==> config.mk <==
export PLATFORM = sky130hd
export DESIGN_NAME = serial_shifter
export DESIGN_NICKNAME = d
export VERILOG_FILES = /design/src/rtl/serial_shifter.sv
export SDC_FILE = /design/constraint.sdc
export NUM_CORES = 1
export LEC_CHECK = 0
export BUFFER_PORTS_ARGS = -buffer_cell sky130_fd_sc_hd__buf_4
export CAP_MARGIN = 20
export CORE_AREA = 2 2 71 73
export CTS_CLUSTER_SIZE = 20
export DETAILED_ROUTE_END_ITERATION = 10
export DIE_AREA = 0 0 73 75
export PLACE_DENSITY = 0.77
export SLEW_MARGIN = 40
export SYNTH_ARGS = -nofsm -noshare
export SYNTH_HDL_FRONTEND = slang
export SYNTH_SLANG_ARGS = --single-unit
==> constraint.sdc <==
create_clock -name clk -period 2.5 [get_ports clk]
set_clock_uncertainty 0.2 [all_clocks]
set_input_delay 0.5 -clock clk [delete_from_list [all_inputs] [get_ports clk]]
set_output_delay 0.5 -clock clk [all_outputs]
set_load 0.02 [all_outputs]
==> src/rtl/serial_shifter.sv <==
// Purpose : multi-cycle SLL/SRL/SRA unit that shifts the operand one bit per clock
//           (or four bits per clock while possible when SERIAL_SHIFTER_STEP4_EN is defined).
// Latency : accept edge N -> out_valid in cycle N+1+shamt (N+1 for shamt=0 or reserved type).
// Backpr. : holds DONE with r/out_valid stable while out_ready is low; in_ready only in IDLE.
//
// Ports:
//   clk        clock, all state changes on the rising edge
//   rst        synchronous active-high reset; aborts any operation in flight
//   in_valid   request present on a/shamt/op_type
//   in_ready   unit is IDLE and will accept a request
//   a          operand to shift
//   shamt      shift amount, 0..WIDTH-1
//   op_type    shift type: 00 SLL, 01 SRL, 10 SRA, 11 reserved (result 0)
//                (named op_type because "type" is a reserved word in SystemVerilog)
//   out_valid  r holds a completed result
//   out_ready  consumer accepts r
//   r          shifted result (mirrors the working register)
//   busy       high in SHIFT or DONE
//
// Build option: SERIAL_SHIFTER_STEP4_EN -- when defined, each SHIFT cycle moves four
// bit positions while at least four remain, otherwise one. Results are identical.

module serial_shifter #(
    parameter int WIDTH = 32
) (
    input  logic                     clk,
    input  logic                     rst,
    input  logic                     in_valid,
    output logic                     in_ready,
    input  logic [WIDTH-1:0]         a,
    input  logic [$clog2(WIDTH)-1:0] shamt,
    input  logic [1:0]               op_type,
    output logic                     out_valid,
    input  logic                     out_ready,
    output logic [WIDTH-1:0]         r,
    output logic                     busy
);

    localparam int SW = $clog2(WIDTH);

    localparam logic [1:0] T_SLL = 2'b00;
    localparam logic [1:0] T_SRL = 2'b01;
    localparam logic [1:0] T_SRA = 2'b10;

    typedef enum logic [1:0] {
        ST_IDLE  = 2'b00,
        ST_SHIFT = 2'b01,
        ST_DONE  = 2'b10
    } state_t;

    state_t            r_state;
    logic [WIDTH-1:0]  r_work;
    logic [SW-1:0]     r_cnt;
    logic [1:0]        r_type;
    logic              r_in_ready;
    logic              r_out_valid;
    logic              r_busy;

    logic [WIDTH-1:0]  w_next_work;
    logic [SW-1:0]     w_next_cnt;

    // One bit position of the selected shift.
    function automatic logic [WIDTH-1:0] shift_one(input logic [WIDTH-1:0] v,
                                                   input logic [1:0]       t);
        logic [WIDTH-1:0] res;
        case (t)
            T_SLL:   res = {v[WIDTH-2:0], 1'b0};
            T_SRL:   res = {1'b0, v[WIDTH-1:1]};
            T_SRA:   res = {v[WIDTH-1], v[WIDTH-1:1]};
            default: res = v;
        endcase
        return res;
    endfunction

`ifdef SERIAL_SHIFTER_STEP4_EN
    localparam logic [SW-1:0] C_FOUR = SW'(4);

    // Four bit positions of the selected shift.
    function automatic logic [WIDTH-1:0] shift_four(input logic [WIDTH-1:0] v,
                                                    input logic [1:0]       t);
        logic [WIDTH-1:0] res;
        case (t)
            T_SLL:   res = {v[WIDTH-5:0], 4'b0000};
            T_SRL:   res = {4'b0000, v[WIDTH-1:4]};
            T_SRA:   res = {{4{v[WIDTH-1]}}, v[WIDTH-1:4]};
            default: res = v;
        endcase
        return res;
    endfunction

    // Take the big step while it cannot overshoot, then finish bit by bit.
    always_comb begin
        w_next_work = r_work;
        w_next_cnt  = r_cnt;
        if (r_cnt >= C_FOUR) begin
            w_next_work = shift_four(r_work, r_type);
            w_next_cnt  = r_cnt - C_FOUR;
        end else begin
            w_next_work = shift_one(r_work, r_type);
            w_next_cnt  = r_cnt - SW'(1);
        end
    end
`else
    always_comb begin
        w_next_work = shift_one(r_work, r_type);
        w_next_cnt  = r_cnt - SW'(1);
    end
`endif

    // Handshake flags are registered alongside the state so every output is a flop.
    always_ff @(posedge clk) begin
        if (rst) begin
            r_state     <= ST_IDLE;
            r_work      <= '0;
            r_cnt       <= '0;
            r_type      <= T_SLL;
            r_in_ready  <= 1'b1;
            r_out_valid <= 1'b0;
            r_busy      <= 1'b0;
        end else begin
            case (r_state)
                ST_IDLE: begin
                    if (in_valid) begin
                        r_type     <= op_type;
                        r_in_ready <= 1'b0;
                        r_busy     <= 1'b1;
                        if (op_type == 2'b11) begin
                            // Reserved encoding: complete immediately with zero.
                            r_work      <= '0;
                            r_cnt       <= '0;
                            r_state     <= ST_DONE;
                            r_out_valid <= 1'b1;
                        end else if (shamt == '0) begin
                            r_work      <= a;
                            r_cnt       <= '0;
                            r_state     <= ST_DONE;
                            r_out_valid <= 1'b1;
                        end else begin
                            r_work  <= a;
                            r_cnt   <= shamt;
                            r_state <= ST_SHIFT;
                        end
                    end
                end
                ST_SHIFT: begin
                    r_work <= w_next_work;
                    r_cnt  <= w_next_cnt;
                    if (w_next_cnt == '0) begin
                        r_state     <= ST_DONE;
                        r_out_valid <= 1'b1;
                    end
                end
                ST_DONE: begin
                    if (out_ready) begin
                        r_state     <= ST_IDLE;
                        r_out_valid <= 1'b0;
                        r_busy      <= 1'b0;
                        r_in_ready  <= 1'b1;
                    end
                end
                default: begin
                    r_state     <= ST_IDLE;
                    r_in_ready  <= 1'b1;
                    r_out_valid <= 1'b0;
                    r_busy      <= 1'b0;
                end
            endcase
        end
    end

    assign in_ready  = r_in_ready;
    assign out_valid = r_out_valid;
    assign busy      = r_busy;
    assign r         = r_work;

endmodule

### Yosys cells after proc, flatten, opt, wreduce, memory -nomap -nowiden

Index checks and enable logic that the tools add are counted.

* bits in registers: 44
* input bits: 43
* logic and storage cells: 59

* $add $sub $neg: 1
* equal/unequal tests: 12
* mux-type cells: 25
* bitwise gates (word level): 1
* reduce and logical (&&, ||, !) cells: 12

Operators by type and width (number)
* $pmux W32 S3: 1
* $mux W32: 2
* $pmux W32 S2: 1
* $mux W5: 3
* $logic_not A5 Y1: 2
* $mux W2: 5
* $pmux W5 S2: 1
* $pmux W1 S3: 3
* $reduce_and A3 Y1: 3
* $mux W1: 8
* $ne A2 B2 Y1 const B: 4
* $reduce_and A4 Y1: 2
* $eq A2 B2 Y1 const B: 3
* $pmux W2 S3: 1
* $sub A5 B1 Y5 const B: 1
* $eq A2 B1 Y1 const B: 2
* $logic_not A2 Y1: 2
* $ne A4 B1 Y1 const B: 1
* $reduce_and A2 Y1: 2
* $ne A3 B1 Y1 const B: 1
* $ne A3 B3 Y1 const B: 1
* $reduce_bool A2 Y1: 1
* $not A1 Y1: 1

### Logic depth before layout (Yosys ltp)

* depth in word-level cells: 5
* depth in mapped cells: 7
* mapped depth without buffers: 6

### Least setup slack after synthesis

Ideal clock, no wire load.

* path kind: flip-flop to flip-flop
* start point: register r_type[0]
* end point: register r_work[10], in the netlist r[10]
* library setup time: 0.137 ns
* data arrival time: 1.413 ns
* data required time: 2.163 ns
* path slack: 0.749 ns
* stages on the path, launching flop included: 8
* buffers on the path: 1
* period minus slack after synthesis: 1.751 ns
* path through: dfxtp_1 > inv_1 > ha_1 > o21ai_1 > nor2_2 > buf_2 > a222oi_1 > a211oi_1

* word-level cells in the longest chain between the ends: 3

Ends and longest elaborated chain
* from (decl): line 54 `logic [1:0] r_type;`
* from (signal assigned): line 124 `r_type <= op_type;`
* $eq A2 B2 Y1, or another cell as far along: line 66 `case (t)`
* $pmux W32 S3 or $ne A4 B1 Y1 (tied branches)
* $pmux W32 S2 or $reduce_and A3 Y1 (tied branches)
* to (signal assigned): line 146 `r_work <= w_next_work;`
* to (decl): line 52 `logic [WIDTH-1:0] r_work;`

Parallel ways exist; a longest one is shown, timed or not.
A chain may end at the register's enable or synchronous reset.

### Worst setup path after layout

* start point: register r_state[0]
* end point: register r_work[1], in the netlist r[1]

* word-level cells in the longest chain between the ends: 3

Ends and longest elaborated chain
* from (decl): line 51 `state_t r_state;`
* from (signal assigned): line 113 `r_state <= ST_IDLE;`
* from (signal assigned): line 131 `r_state <= ST_DONE;`
* from (signal assigned): line 136 `r_state <= ST_DONE;`
* $eq A2 B1 Y1 or $logic_not A2 Y1 (tied branches): line 121 `case (r_state)`
* $ne A4 B1 Y1 (no line), or another cell as far along
* $reduce_and A3 Y1 (no line)

Parallel ways exist; a longest one is shown, timed or not.

==> results.yml <==
logic_synthesis:
  syn_area_um2: 2250
  synth_area_leaders: "dfxtp_1, a222oi_1, a211oi_1"
  synth-seq-area-share_pct: 39.15
  postSynth.asyncResetShare_pct: 0
  synth_edf_count: 0
  netlist.area_leader.share_pct: 39.15
  ys_warn_count: 0
  synth_top_flop_cell: "dfxtp_1"
  syn-mean-instance-area_um2: 9.655
  ys_ff_latch: 44
  yosys.area.top_type: "dfxtp_1"
  synth_fp_nets: 281
  syn_inst: 233
  ys_types: 44
setup_path:
  critical_path.top_delay_family: "flip-flops"
  critPathCapture: "r[1]$_SDFFE_PP0P_"
  cpMaxStageDelayCell: "dfxtp_1"
  required_ps: 2460
  slowest_delay_ps: 670
  timing.rr.end: "r[1]$_SDFFE_PP0P_"
  path_class: "reg2reg"
  r2r_slack_ps: 410
  regToRegStartpoint: "r_state[0]$_SDFFE_PP0P_"
  cp-start-kind: "flip-flop"
  path_cells: "nor2b_4 -> a21oi_2 -> buf_4 -> a222oi_1 -> a211oi_1"
  worst-path-buf-inv: 1
  reg2reg_depth: 5
  cp_data_arrival_time_ps: 2060
  end_kind: "flip-flop"
  cp_max_fo: 32
  cp.depth: 5
  critPathLaunch: "r_state[0]$_SDFFE_PP0P_"
finish:
  final_cell_count_no_fill: 355
  layout.nets: 348
  final_common_cell: "buf_4"
  syn_to_final_growth_pct: 28.42
  layout_common_cells: "buf_4, dfxtp_1, nor2_1, a222oi_1, a211oi_1"
  antenna_cells: 0
  layout-drive-gt1-share_pct: 34.22
sta:
  fmax_mhz: 477.6
  setup_tns_ps: 0
  slew_viol_final: 0
  setup_viol: 0
  rsz0062_at_grt: "false"
  finalCritPeriodShare_pct: 83.76
  fin_crit_ps: 2094
  worstMarginPinSlew_ps: 545.3
  setup_ws_ps: 406.1
  hold_viol_final: 0
  whs_ps: 263.7
  relSlewSlack_pct: 63.60
die:
  io_pins: 78
  die_h_um: 75
  die_area_um2: 5475
  fp-row-count: 25
  start_util_pct: 48.27
  core_region_area_um2: 4661
  fp.dieW_um: 73
grt:
  antenna_found_initial: 0
  grt_pass1_wl_mm: 9.163
  grt.overflow.total: 0
  grt_usage_pct: 21.43
  grt_pass1_vias: 1998
  grt_max_degree: 63
pwr:
  internal_power_uw: 1858
  p_sw_share_pct: 43.01
  seqPwrFrac_pct: 37.0
  p_switching_uw: 1402
  peakVddDrop_v: 0.0005841
  p_comb_share_pct: 49.1
  clockPowerShare_pct: 13.9
  p_leak_uw: 0.001181
  p_per_area_nw_per_um2: 1129
place:
  place_ws_ps: 418.6
  gp_congestion: 0.8231
  place_hpwl_mm: 3.949
  numPlacedInstances: 347
  port_buffers: 77
routing:
  vias: 2201
  avgViaCountPerCell: 6.200
  wire_per_inst_um: 16.50
  routed_wl_mm: 5.857
  firstDrtPassIters: 7
  drc: 0
  detail-route-antenna-nets: 0
  drtIter0Drc: 223
clock_tree:
  cts.path.max_buffers: 2
  cts.sinks: 44
  clock_latency_ps: 290
  cts-root-buf: "clkbuf_8"
  cts-htree-levels: 2
  cts_resized: 0
  holdBufCountCts: 0
  cts_setup_buffers: 0
  cts_tree: "yes"
  numCtsBuffers: 5
  clk_pin_slew_ps: 80
flow_run:
  maxCapViolCount: 0
outcome:
  outcome: "finished, final reports clean"
worst_hold_path:
  hp-class: "in2reg"
==> synth_stat cells, types with 2 or more instances <==
library cell / number
dfxtp_1: 44
nor2_1: 38
a222oi_1: 32
a211oi_1: 31
buf_2: 11
inv_1: 7
a21oi_1: 6
buf_6: 6
nand2_1: 6
ha_1: 5
clkbuf_1: 4
a21oi_2: 3
o21ai_0: 3
a211oi_2: 2
a21o_1: 2
a221oi_1: 2
nor2_2: 2
nor3b_1: 2
or4_1: 2
==> worst reg2reg max path, stage by stage, from the launching register on <==
cell	delay, ps
dfxtp_1	670
nor2b_4	330
a21oi_2	40
buf_4	230
a222oi_1	370
a211oi_1	120
==> final cells by class <==
| cell class | count | area [µm²] |
|---|---|---|
| clock buffers | 8 | 90.09 |
| inverters | 7 | 26.28 |
| flip-flops and latches | 44 | 880.8 |
| repair buffers | 83 | 635.6 |
| fillers | 406 | 1772 |
| multi-input cells | 159 | 1189 |
| well taps | 54 | 67.56 |
==> stage by stage <==
step | power [µW] | utilization [%] | area, µm²
after detailed placement | 2810 | 60.05 | 2799
final | 3261 | 61.99 | 2889
after global placement | 2772 | 60.05 | 2799
after floorplan | 2314 | - | 2250
after global routing | 3481 | 61.99 | 2889
after CTS | 3278 | 61.99 | 2889
==> power by group through the flow <==
stage	Sequential (µW)	Combinational (µW)	Clock, µW
2_1_floorplan	1340	971	0
3_3_place_gp	1210	1570	0
3_5_place_dp	1210	1600	0
4_1_cts	1200	1610	469
5_1_grt	1240	1750	493
6_report	1210	1600	455
==> worst min path at each step <==
stage,slack [ps],to,startpoint,cells past startpoint
final,260,r_cnt[0]$_SDFFE_PP0P_,shamt[0],3
after global placement,260,r_type[1]$_SDFFE_PP0P_,r_type[1]$_SDFFE_PP0P_,2
after detailed placement,270,r_type[1]$_SDFFE_PP0P_,r_type[1]$_SDFFE_PP0P_,2
after global routing,270,r_cnt[0]$_SDFFE_PP0P_,shamt[0],3
after floorplan,250,r_type[1]$_SDFFE_PP0P_,r_type[1]$_SDFFE_PP0P_,2
after CTS,250,r_cnt[3]$_SDFFE_PP0P_,shamt[3],3
==> layer usage <==
metal / up-vias / global-route usage [%] / part of all wire [%]
met2: 98 / 34.63 / 49
met1: 1040 / 27.04 / 41
li1: 1061 / - / -
met3: 2 / 7.631 / 9.6
met5: - / 0 / 0
met4: 0 / 6.379 / 0.50
==> state kept, by name, indices dropped and copies added (netlist names) <==
register and cells:
r_state 2, out_valid 1, busy 1, in_ready 1
r_type 2, r_cnt 5, r 32
==> cells by family (layout without fill, tap and decap cells) <==
group	Yosys count	count (layout)	share of synthesized area, %
AO/OA/AOI/OAI	94	94	37.04
XOR/XNOR	2	2	0.7788
buffers and inverters	30	98	8.009
adder cells (fa/ha/maj)	5	5	2.781
flip-flops	44	44	39.15
AND/OR/NAND/NOR	58	58	12.24
Note: power is estimated with default switching activity, not from simulation.
